==> src/rtl/decade_counter.sv <==
// ============================================================================
// decade_counter : modulo-MODULUS up-counter with load, enable and terminal
// count. Optional seven-segment decode enabled by DECADE_COUNTER_SEG7_EN.
// Revision: 1.0
// ============================================================================
`default_nettype none

module decade_counter #(
  parameter int WIDTH   = 4,
  parameter int MODULUS = 10
) (
  input  logic             clk,
  input  logic             reset,
  input  logic             en,
  input  logic             load,
  input  logic [WIDTH-1:0] load_val,
  output logic [WIDTH-1:0] q,
  output logic             tc
`ifdef DECADE_COUNTER_SEG7_EN
  ,
  output logic [6:0]       seg
`endif
);

  localparam logic [WIDTH-1:0] C_MAX = WIDTH'(MODULUS - 1);

  logic [WIDTH-1:0] q_q;
  logic [WIDTH-1:0] q_d;
  logic             w_at_max;

  assign w_at_max = (q_q == C_MAX);

  // Out-of-range load values collapse to 0 so q never leaves 0..MODULUS-1.
  always_comb begin
    q_d = q_q;
    if (load) begin
      q_d = (load_val <= C_MAX) ? load_val : '0;
    end else if (en) begin
      q_d = w_at_max ? '0 : q_q + 1'b1;
    end
  end

  always_ff @(posedge clk) begin
    if (!reset) begin
      q_q <= '0;
    end else begin
      q_q <= q_d;
    end
  end

  assign q  = q_q;
  // Left combinational so a cascaded stage advances on the same edge.
  assign tc = en & w_at_max;

`ifdef DECADE_COUNTER_SEG7_EN
  logic [31:0] w_q_ext;

  assign w_q_ext = 32'(q_q);

  always_comb begin
    seg = 7'b0000000;
    case (w_q_ext)
      0:       seg = 7'b0111111;
      1:       seg = 7'b0000110;
      2:       seg = 7'b1011011;
      3:       seg = 7'b1001111;
      4:       seg = 7'b1100110;
      5:       seg = 7'b1101101;
      6:       seg = 7'b1111101;
      7:       seg = 7'b0000111;
      8:       seg = 7'b1111111;
      9:       seg = 7'b1101111;
      default: seg = 7'b0000000;
    endcase
  end
`endif

endmodule

`default_nettype wire

==> config.mk <==
export PLATFORM = sky130hd
export DESIGN_NAME = decade_counter
export DESIGN_NICKNAME = d
export VERILOG_FILES = /design/src/rtl/decade_counter.sv
export SDC_FILE = /design/constraint.sdc
export NUM_CORES = 1
export LEC_CHECK = 0
export ABC_AREA = 1
export BUFFER_PORTS_ARGS = -buffer_cell sky130_fd_sc_hd__clkbuf_2
export CAP_MARGIN = 20
export CORE_AREA = 2 2 39 41
export CTS_BUF_LIST = sky130_fd_sc_hd__clkbuf_2 sky130_fd_sc_hd__clkbuf_4 sky130_fd_sc_hd__clkbuf_8
export CTS_CLUSTER_SIZE = 12
export DETAILED_ROUTE_END_ITERATION = 10
export DIE_AREA = 0 0 41 43
export PLACE_DENSITY = 0.43
export SLEW_MARGIN = 10
export SYNTH_ARGS = -nofsm -noshare
export SYNTH_HDL_FRONTEND = slang
export SYNTH_SLANG_ARGS = --single-unit
==> constraint.sdc <==
create_clock -name clk -period 0.9 [get_ports clk]
set_input_delay 0.135 -clock clk [delete_from_list [all_inputs] [get_ports clk]]
set_output_delay 0.135 -clock clk [all_outputs]
set_load 0.005 [all_outputs]
==> results of run 1 <==
## area by class of cell
class	count	area, um^2
repair buffers	25	180
flip-flops and latches	4	95.1
clock buffers	3	22.5
multi-input cells	38	233
fillers	148	798
inverters	8	35.0
well taps	16	20.0
## where the power goes
| part | switching (uW) | internal, uW | total (uW) | leakage [uW] |
|---|---|---|---|---|
| clock | 63.2 | 148 | 212 | 0.0000138 |
| sequential | 15.2 | 187 | 203 | 0.0000356 |
| combinational | 103 | 117 | 220 | 0.000232 |
## placed cells by master, fill, tap and decap left out
cell,netlist,final
nand2_1,13,11
clkbuf_2,0,11
buf_4,0,7
buf_6,1,6
nand3_1,6,5
dfxtp_4,0,4
inv_2,4,3
nand2_2,2,3
inv_1,3,3
nor2_4,2,3
clkbuf_4,0,3
inv_4,1,2
nor2_2,0,2
nand4_1,2,2
o21ai_0,2,2
o21ai_1,2,2
nand2_4,0,1
nor3_2,0,1
nor2_1,4,1
nand3_2,0,1
o21ai_2,1,1
a21oi_2,1,1
a21oi_1,1,1
a21boi_2,1,1
buf_2,0,1
## metrics by stage
stage               utilization [%]  hold WS [ns]
floorplan                         -         0.233
global placement               31.1         0.370
detailed placement             31.1         0.380
CTS                            38.2         0.141
global route                   42.3         0.156
finish                         42.3         0.133
## Yosys cell counts
library cell	n
a21oi_1	1
o21ai_0	2
nand4_1	2
nor2_4	2
nand2_2	2
inv_1	3
nand3_1	6
a21oi_2	1
o21ai_1	2
buf_6	1
inv_4	1
nor2_1	4
inv_2	4
a21boi_2	1
nand2_1	13
o21ai_2	1
nor3_1	1
dfxtp_1	4
## routing by layer
| layer | GRT usage, % | up-vias |
|---|---|---|
| met2 | 19.1 | 6 |
| met3 | 1.57 | 0 |
| met5 | 0 | - |
| li1 | - | 226 |
| met4 | 4.00 | 0 |
| met1 | 14.4 | 191 |
## worst max-delay path: cells and delay by family (launching register included)
| family | cells | cell delay [ns] |
|---|---|---|
| buffers and inverters | 2 | 0.19 |
| flip-flops | 1 | 0.34 |
| AND/OR/NAND/NOR | 2 | 0.18 |
## worst max path at each step
| stage | to | slack [ns] | cells past startpoint |
|---|---|---|---|
| 6_report | tc | -0.18 | 4 |
| 5_1_grt | tc | -0.23 | 4 |
| 4_1_cts | tc | -0.17 | 4 |
| 3_5_place_dp | tc | -0.05 | 3 |
| 3_3_place_gp | tc | -0.05 | 3 |
| 2_1_floorplan | q[1]$_SDFFE_PN0P_ | 0.03 | 5 |
## logic make-up (layout without fill, tap and decap cells)
group                  Yosys count  count (layout)  synth area share (%)
AOI/OAI and AO/OA                8               8                  16.6
buffers and inverters            9              36                  13.5
DFF                              4               4                  24.7
and+or+nand+nor                 30              30                  45.2
## what timing repair did
item,4_1_cts,5_1_grt
buffers inserted,5,3
hold endpoints to repair,0,0
gates resized for setup,14,11
endpoints found under the setup margin,7,8
pin swaps,2,8
==> reports/results.ini, run 1 <==
[status]
outcome=finished with violations
violations=negative setup slack

[power_and_ir_drop]
power.total_uw=634
p_leak_uw=0.000282
vdd_drop_max_uv=317
power_density_mw_per_mm2=1080

[layout]
instances_no_fill=94
largest_reg_flops=4
fin_nets=88
fin_area_um2=586
drive_gt1_share_pct=65.4
insertedDiodeCount=0
area_delta_synth_final_pct=80.7

[worst_setup_path]
cp_max_fo=3
cp_data_arrival_time_ns=0.94
crit_type=reg2out
reg2reg_from=q[0]$_SDFFE_PN0P_
worst-r2r-cell-count=6
worstSetupStartpoint=q[1]$_SDFFE_PN0P_
max_stage_delay_ns=0.34
worstSetupEndpointType=primary output
path_cells=inv_2 -> nand2_2 -> nor3_2 -> buf_2
critical_path_required_ns=0.76
r2r-end=q[1]$_SDFFE_PN0P_
reg2reg_slack_ns=-0.06
crit_path_start_kind=register
crit_slowest_cell=dfxtp_4

[detailed_routing]
wl_met2_um=506
dr.first_iter.drc_count=12
routedLengthMet1_um=355
top_layer=met3
dr_wl_met3_um=32
wl_per_cell_um=9.51
via_per_inst=4.50
postRouteAntennaNets=0
vias=423
routed_wl_um=894
first_pass_iters=2
drcViolationCount=0

[synth]
ys_seq_elements=4
synth_cell_types=18
syn-cell-area_um2=324
ys.warnings.count=0
synth_seq_area_share_pct=24.7
synth_largest_area_cell=dfxtp_1
syn_inst=51
yosysTopAreaCellShare_pct=24.7
syn-num-nets=59
avgSynthCellArea_um2=6.35
yosys-top-cells-area=dfxtp_1, nand2_1, nand3_1, nor2_4, inv_2

[clock_tree]
cts_tree=built
cts_buffers=3
cts_buffer_depth=2
clk_latency_ns=0.23
cts_hold_buf=0
clk_pin_slew_worst_paths_ns=0.04
clock-sinks=4
clock_tree.root_cell=clkbuf_4
cts_htree_levels=1

[sta]
fin_ws_ns=-0.175
finalCritPeriodShare_pct=119
finalMaxSlewViolations=0
slew_headroom_pct=79.8
skew_ns=0.00251
setup_tns_ns=-0.582
fmax_mhz=930
finalHoldViolCount=0
rsz0062_at_grt=yes
final-setup-viol-count=6
tightest_slew_ns=0.303
fin_crit_ns=1.08

[floorplan]
core_region_area_mm2=0.00138
rows=14
io_pins=13
dieArea_mm2=0.00176
initial_core_util_pct=23.4
die_y_um=43
dieWidth_um=41

[flow_run]
cap_viol_max_count=0

[global_route]
grt_pass1_vias=363
grt_pass1_wl_mm=1.40
grt_use_total_pct=11.5
antenna_found_initial=0
grt_max_degree=10
overflow=0

[worst_hold_path]
hold_path_class=in2reg
holdPathEnd=q[1]$_SDFFE_PN0P_
worstHoldPathCells=3
hp-start=reset

[placement]
place_ws_ns=-0.0492
gp_congestion=0.677
place_area_um2=430
dp_hpwl_um=666
dp_cells=83
port_buffers=12

Power figures use the tool's default switching activity.
==> run 2: changes to the inputs <==
--- a/config.mk
+++ b/config.mk
@@ -8,12 +8,15 @@
 export ABC_AREA = 1
 export BUFFER_PORTS_ARGS = -buffer_cell sky130_fd_sc_hd__clkbuf_2
 export CAP_MARGIN = 20
+export CELL_PAD_IN_SITES_DETAIL_PLACEMENT = 0
+export CELL_PAD_IN_SITES_GLOBAL_PLACEMENT = 1
 export CORE_AREA = 2 2 39 41
 export CTS_BUF_LIST = sky130_fd_sc_hd__clkbuf_2 sky130_fd_sc_hd__clkbuf_4 sky130_fd_sc_hd__clkbuf_8
 export CTS_CLUSTER_SIZE = 12
 export DETAILED_ROUTE_END_ITERATION = 10
 export DIE_AREA = 0 0 41 43
-export PLACE_DENSITY = 0.43
+export PLACE_DENSITY = 0.61
+export SKIP_CTS_REPAIR_TIMING = 1
 export SLEW_MARGIN = 10
 export SYNTH_ARGS = -nofsm -noshare
 export SYNTH_HDL_FRONTEND = slang
==> run 2 against run 1 <==
Compared with the run above: the flow still finishes with violations (negative setup slack); power down 6.9%; final area down 18%; first-iteration DRC count down 75%; sequential power up 2%; critical path depth unchanged; hold slack about the same; sequential share of layout area up 1.9 points; non-clock buffer count down 8; flip-flop and latch count unchanged; global-route usage down 0.38 points; critical path type unchanged; clock power up 5%; largest power group is now the clock network; core utilization down 7.4 points.
==> reports/results.ini, run 2 (synthesized netlist as in run 1, its figures left out) <==
[worst_hold_path]
hold_path_class=in2reg
worstHoldPathCells=3  ; unchanged
hp-start=reset

[clock_tree]
cts_buffers=3  ; unchanged
cts_tree=built
clock-sinks=4  ; unchanged
cts_htree_levels=1  ; unchanged
clock_tree.root_cell=clkbuf_4
clk_pin_slew_worst_paths_ns=0.04  ; about the same
cts_buffer_depth=2  ; unchanged
clk_latency_ns=0.23  ; about the same

[detailed_routing]
drcViolationCount=0  ; unchanged
via_per_inst=4.26  ; -5.4%
routed_wl_um=795  ; -11%
vias=366  ; -13%
dr.first_iter.drc_count=3  ; -9
wl_per_cell_um=9.24  ; -2.8%
postRouteAntennaNets=0  ; unchanged
first_pass_iters=2  ; unchanged

[sta]
rsz0062_at_grt=yes
final-setup-viol-count=6  ; unchanged
slew_headroom_pct=81.5  ; +1.7 points
skew_ns=0.00118  ; -0.00133 ns
finalCritPeriodShare_pct=120  ; +0.56 points
fin_ws_ns=-0.180  ; -0.00508 ns
finalMaxSlewViolations=0  ; unchanged
fmax_mhz=926  ; -0.47%
finalHoldViolCount=0  ; unchanged
tightest_slew_ns=0.278  ; -0.0255 ns
fin_crit_ns=1.08  ; +0.00508 ns

[global_route]
grt_pass1_vias=337  ; -7.2%
overflow=0  ; unchanged
grt_use_total_pct=11.1  ; -0.38 points
grt_pass1_wl_mm=1.31  ; -6.4%
grt_max_degree=10  ; unchanged
antenna_found_initial=0  ; unchanged

[status]
violations=negative setup slack
outcome=finished with violations

[worst_setup_path]
cp_max_fo=5  ; +2
worst-r2r-cell-count=6  ; unchanged
critical_path_required_ns=0.76  ; about the same
path_cells=inv_2 -> nand2_2 -> nor3_2 -> buf_2
worstSetupEndpointType=primary output
crit_path_start_kind=register
reg2reg_from=q[0]$_SDFFE_PN0P_
crit_slowest_cell=dfxtp_2
worstSetupStartpoint=q[1]$_SDFFE_PN0P_
cp_data_arrival_time_ns=0.95  ; about the same
max_stage_delay_ns=0.33  ; about the same
crit_type=reg2out
reg2reg_slack_ns=-0.06  ; about the same

[layout]
insertedDiodeCount=0  ; unchanged
area_delta_synth_final_pct=49.0
instances_no_fill=86  ; -8.5%
largest_reg_flops=4  ; unchanged
fin_util_pct=34.9  ; -7.4 points
final_cell_mix=nand2_1, clkbuf_2, nand3_1, nand2_2
drive_gt1_share_pct=57.1  ; -8.2 points
fin_nets=80  ; -9.1%

[floorplan]
rows=14  ; unchanged
dieArea_mm2=0.00176  ; unchanged
core_region_area_mm2=0.00138  ; unchanged
dieWidth_um=41  ; unchanged
initial_core_util_pct=23.4  ; unchanged
die_y_um=43  ; unchanged
io_pins=13  ; unchanged

[placement]
dp_hpwl_um=656  ; -1.6%
dp_cells=82  ; -1.2%
gp_congestion=0.713  ; +5.3%
port_buffers=12  ; unchanged

[flow_run]
cap_viol_max_count=0  ; unchanged

[power_and_ir_drop]
vdd_drop_max_uv=389  ; +22%
p_leak_uw=0.000235  ; -17%
power_density_mw_per_mm2=1220  ; +13%
power.total_uw=591  ; -6.9%

[run 2: cell types whose count changed in the layout (fill, tap and decap cells not counted), moves of 2 or more]
cell     previous run  this run
nor2_1              1         4
nand2_2             3         5
dfxtp_4             4         1
buf_6               6         2
nor2_2              2         0
buf_4               7         4
dfxtp_2             0         3
[run 2: per-layer routing]
layer	share of wire, %	wire [um]	global-route usage, %
met1	43	343	13.8
met2	56	444	17.5
met3	0.88	7	1.57
met4	0	0	6.00
met5	0	0	0
[run 2: power by group]
part	switching, uW	internal, uW	leakage (uW)	total, uW
clock network	72.9	149	0.0000138	222
logic	83.9	76.5	0.000186	160
registers	15.9	192	0.0000347	208
[run 2: path summary, 6_finish.rpt]
kind / endpoint
setup / recovery: tc
hold / removal: q[1]$_SDFFE_PN0P_
setup reg to reg: q[2]$_SDFFE_PN0P_
hold reg to reg: q[0]$_SDFFE_PN0P_
[run 2: critical path: cells and delay by family (launching register included)]
kind | cells | cell delay [ns]
DFF | 1 | 0.33
buffers and inverters | 2 | 0.19
and+or+nand+nor | 2 | 0.19
[run 2: area by class of cell]
| type | count | area, um^2 |
|---|---|---|
| Fill cell | 148 | 901 |
| Multi-Input combinational cell | 38 | 213 |
| Timing Repair Buffer | 17 | 108 |
| Sequential cell | 4 | 87.6 |
| Inverter | 8 | 32.5 |
| Clock buffer | 3 | 22.5 |
| Tap cell | 16 | 20.0 |
[run 2: through the flow]
stage,area (um^2),setup TNS [ns],setup WS (ns),hold WS [ns]
finish,483,-0.385,-0.180,0.132
global route,483,-0.675,-0.219,0.149
CTS,445,-0.764,-0.305,0.129
detailed placement,423,-0.168,-0.0632,0.370
global placement,423,-0.354,-0.123,0.372
floorplan,324,0,0.0254,0.233
==> run 3: changes to the inputs <==
--- a/config.mk
+++ b/config.mk
@@ -7,15 +7,15 @@
 export LEC_CHECK = 0
 export ABC_AREA = 1
 export BUFFER_PORTS_ARGS = -buffer_cell sky130_fd_sc_hd__clkbuf_2
-export CAP_MARGIN = 20
+export CAP_MARGIN = 5
 export CELL_PAD_IN_SITES_DETAIL_PLACEMENT = 0
 export CELL_PAD_IN_SITES_GLOBAL_PLACEMENT = 1
 export CORE_AREA = 2 2 39 41
-export CTS_BUF_LIST = sky130_fd_sc_hd__clkbuf_2 sky130_fd_sc_hd__clkbuf_4 sky130_fd_sc_hd__clkbuf_8
+export CTS_BUF_LIST = sky130_fd_sc_hd__clkbuf_4 sky130_fd_sc_hd__clkbuf_8
 export CTS_CLUSTER_SIZE = 12
 export DETAILED_ROUTE_END_ITERATION = 10
 export DIE_AREA = 0 0 41 43
-export PLACE_DENSITY = 0.61
+export PLACE_DENSITY = 0.59
 export SKIP_CTS_REPAIR_TIMING = 1
 export SLEW_MARGIN = 10
 export SYNTH_ARGS = -nofsm -noshare
==> constraint.sdc (replaced) <==
create_clock -name clk -period 1.15 [get_ports clk]
set_input_delay 0.1725 -clock clk [delete_from_list [all_inputs] [get_ports clk]]
set_output_delay 0.1725 -clock clk [all_outputs]
set_load 0.005 [all_outputs]
==> run 3 against run 2 <==
Compared with the run above: the run now ends clean; global-route usage fell by 0.11 points; die area did not move; via count rose by 0.82%; clock skew rose by 0.0017 ns; core utilization fell by 2.4 points; final area fell by 6.7%; setup slack improved by 0.20 ns; first-iteration DRC count rose by 130%; non-clock buffer count fell by 3.
==> reports/results.ini, run 3 (synthesized netlist as in run 1, its figures left out) <==
[floorplan]
die_y_um=43  ; unchanged
dieWidth_um=41  ; unchanged
initial_core_util_pct=23.4  ; unchanged
dieArea_mm2=0.00176  ; unchanged
rows=14  ; unchanged
io_pins=13  ; unchanged
core_region_area_mm2=0.00138  ; unchanged

[detailed_routing]
dr_wl_met3_um=30  ; +330%
dr.first_iter.drc_count=7  ; +4
wl_per_cell_um=9.58  ; +3.6%
drcViolationCount=0  ; unchanged
routedLengthMet1_um=315  ; -8.2%
wl_met2_um=428  ; -3.6%
vias=369  ; +0.82%
top_layer=met4
postRouteAntennaNets=0  ; unchanged
routed_wl_um=795  ; unchanged
first_pass_iters=4  ; +2
via_per_inst=4.45  ; +4.5%

[clock_tree]
cts_buffers=3  ; unchanged
clk_latency_ns=0.24  ; about the same
clock_tree.root_cell=clkbuf_4
cts_htree_levels=1  ; unchanged
cts_tree=built
cts_buffer_depth=2  ; unchanged
clock-sinks=4  ; unchanged
clk_pin_slew_worst_paths_ns=0.03  ; about the same

[worst_setup_path]
reg2reg_from=q[2]$_SDFFE_PN0P_
crit_path_start_kind=register
worst-r2r-cell-count=6  ; unchanged
worstSetupEndpointType=primary output
cp_max_fo=3  ; -2
critical_path_required_ns=0.98  ; +0.22 ns
reg2reg_slack_ns=0.24  ; +0.30 ns
cp_data_arrival_time_ns=0.95  ; about the same
crit_type=reg2out
r2r-end=q[2]$_SDFFE_PN0P_

[worst_hold_path]
hold_path_class=in2reg
worstHoldPathCells=3  ; unchanged
holdPathEnd=q[1]$_SDFFE_PN0P_
hp-start=reset

[sta]
finalHoldViolCount=0  ; unchanged
fin_crit_ns=1.13
finalCritPeriodShare_pct=98.0
rsz0062_at_grt=yes
finalMaxSlewViolations=0  ; unchanged
fmax_mhz=887
slew_headroom_pct=81.6  ; +0.082 points
skew_ns=0.00285  ; +0.00167 ns
tightest_slew_ns=0.277  ; -0.00124 ns
final-setup-viol-count=0  ; -6

[placement]
place_area_um2=393  ; -7.1%
port_buffers=12  ; unchanged
dp_hpwl_um=628  ; -4.2%
gp_congestion=0.671  ; -5.9%

[layout]
fin_area_um2=450  ; -6.7%
insertedDiodeCount=0  ; unchanged
fillers=156  ; +5.4%
fin_nets=77  ; -3.8%
drive_gt1_share_pct=52.2  ; -4.9 points
final_common_cell=nand2_1
area_delta_synth_final_pct=39.0
largest_reg_flops=4  ; unchanged
final_cell_mix=nand2_1, clkbuf_2, nand3_1, inv_2, nor2_1

[global_route]
grt_use_total_pct=11.0  ; -0.11 points
antenna_found_initial=0  ; unchanged
grt_pass1_vias=337  ; unchanged
grt_pass1_wl_mm=1.26  ; -3.7%
grt_max_degree=10  ; unchanged
overflow=0  ; unchanged

[power_and_ir_drop]
power.total_uw=441  ; -25%
vdd_drop_max_uv=491  ; +26%
power_density_mw_per_mm2=979  ; -20%
p_leak_uw=0.000215  ; -8.3%

[status]
outcome=completed

[flow_run]
cap_viol_max_count=0  ; unchanged

[run 3: changes by cell type in the layout (fill, tap and decap cells not counted)]
cell | previous run | this run
buf_4 | 4 | 2
buf_6 | 2 | 0
clkbuf_2 | 10 | 11
dfxtp_2 | 3 | 1
dfxtp_4 | 1 | 3
nand2_1 | 10 | 12
nand2_2 | 5 | 3
[run 3: critical path, stage by stage, from the launching register on]
cell	delay, ns
dfxtp_4	0.34
inv_2	0.06
nand2_2	0.06
nor3_2	0.14
buf_2	0.12
[run 3: metal layers]
layer / up-vias / global-route usage, %
li1: 200 / -
met2: 8 / 18.4
met4: 0 / 8.00
met3: 2 / 3.14
met5: - / 0
met1: 159 / 10.6
[run 3: report_power, final]
part	total (uW)	internal [uW]	switching [uW]	leakage, uW
sequential	163	148	14.7	0.0000353
clock	174	117	57.0	0.0000138
combinational	105	45.5	59.3	0.000166
[run 3: how the worst max path moves through the flow]
| stage | start | to | slack, ns |
|---|---|---|---|
| after global placement | q[0]$_SDFFE_PN0P_ | tc | 0.15 |
| after detailed placement | q[0]$_SDFFE_PN0P_ | tc | 0.12 |
| after CTS | q[0]$_SDFFE_PN0P_ | tc | -0.13 |
| after global routing | q[2]$_SDFFE_PN0P_ | tc | -0.02 |
| after floorplan | q[0]$_SDFFE_PN0P_ | tc | 0.26 |
| final | q[2]$_SDFFE_PN0P_ | tc | 0.02 |
[run 3: final cells by class]
class                      instances  area [um^2]  area share [%]
inverter                           8         32.5            7.22
sequential                         4         92.6            20.6
clock buffer                       3         22.5            5.00
multi-input combinational         38          208            46.1
tap                               16         20.0            4.44
timing repair buffer              14         75.1            16.7
[run 3: stage by stage]
stage | setup TNS (ns) | std cells | setup WS, ns | hold WS [ns] | util, %
finish | 0 | 83 | 0.0226 | 0.170 | 32.5
global placement | 0 | 78 | 0.151 | 0.410 | 28.4
floorplan | 0 | 51 | 0.263 | 0.270 | -
global route | -0.0154 | 83 | -0.0154 | 0.185 | 32.5
detailed placement | 0 | 78 | 0.124 | 0.417 | 28.4
CTS | -0.133 | 81 | -0.133 | 0.176 | 30.0
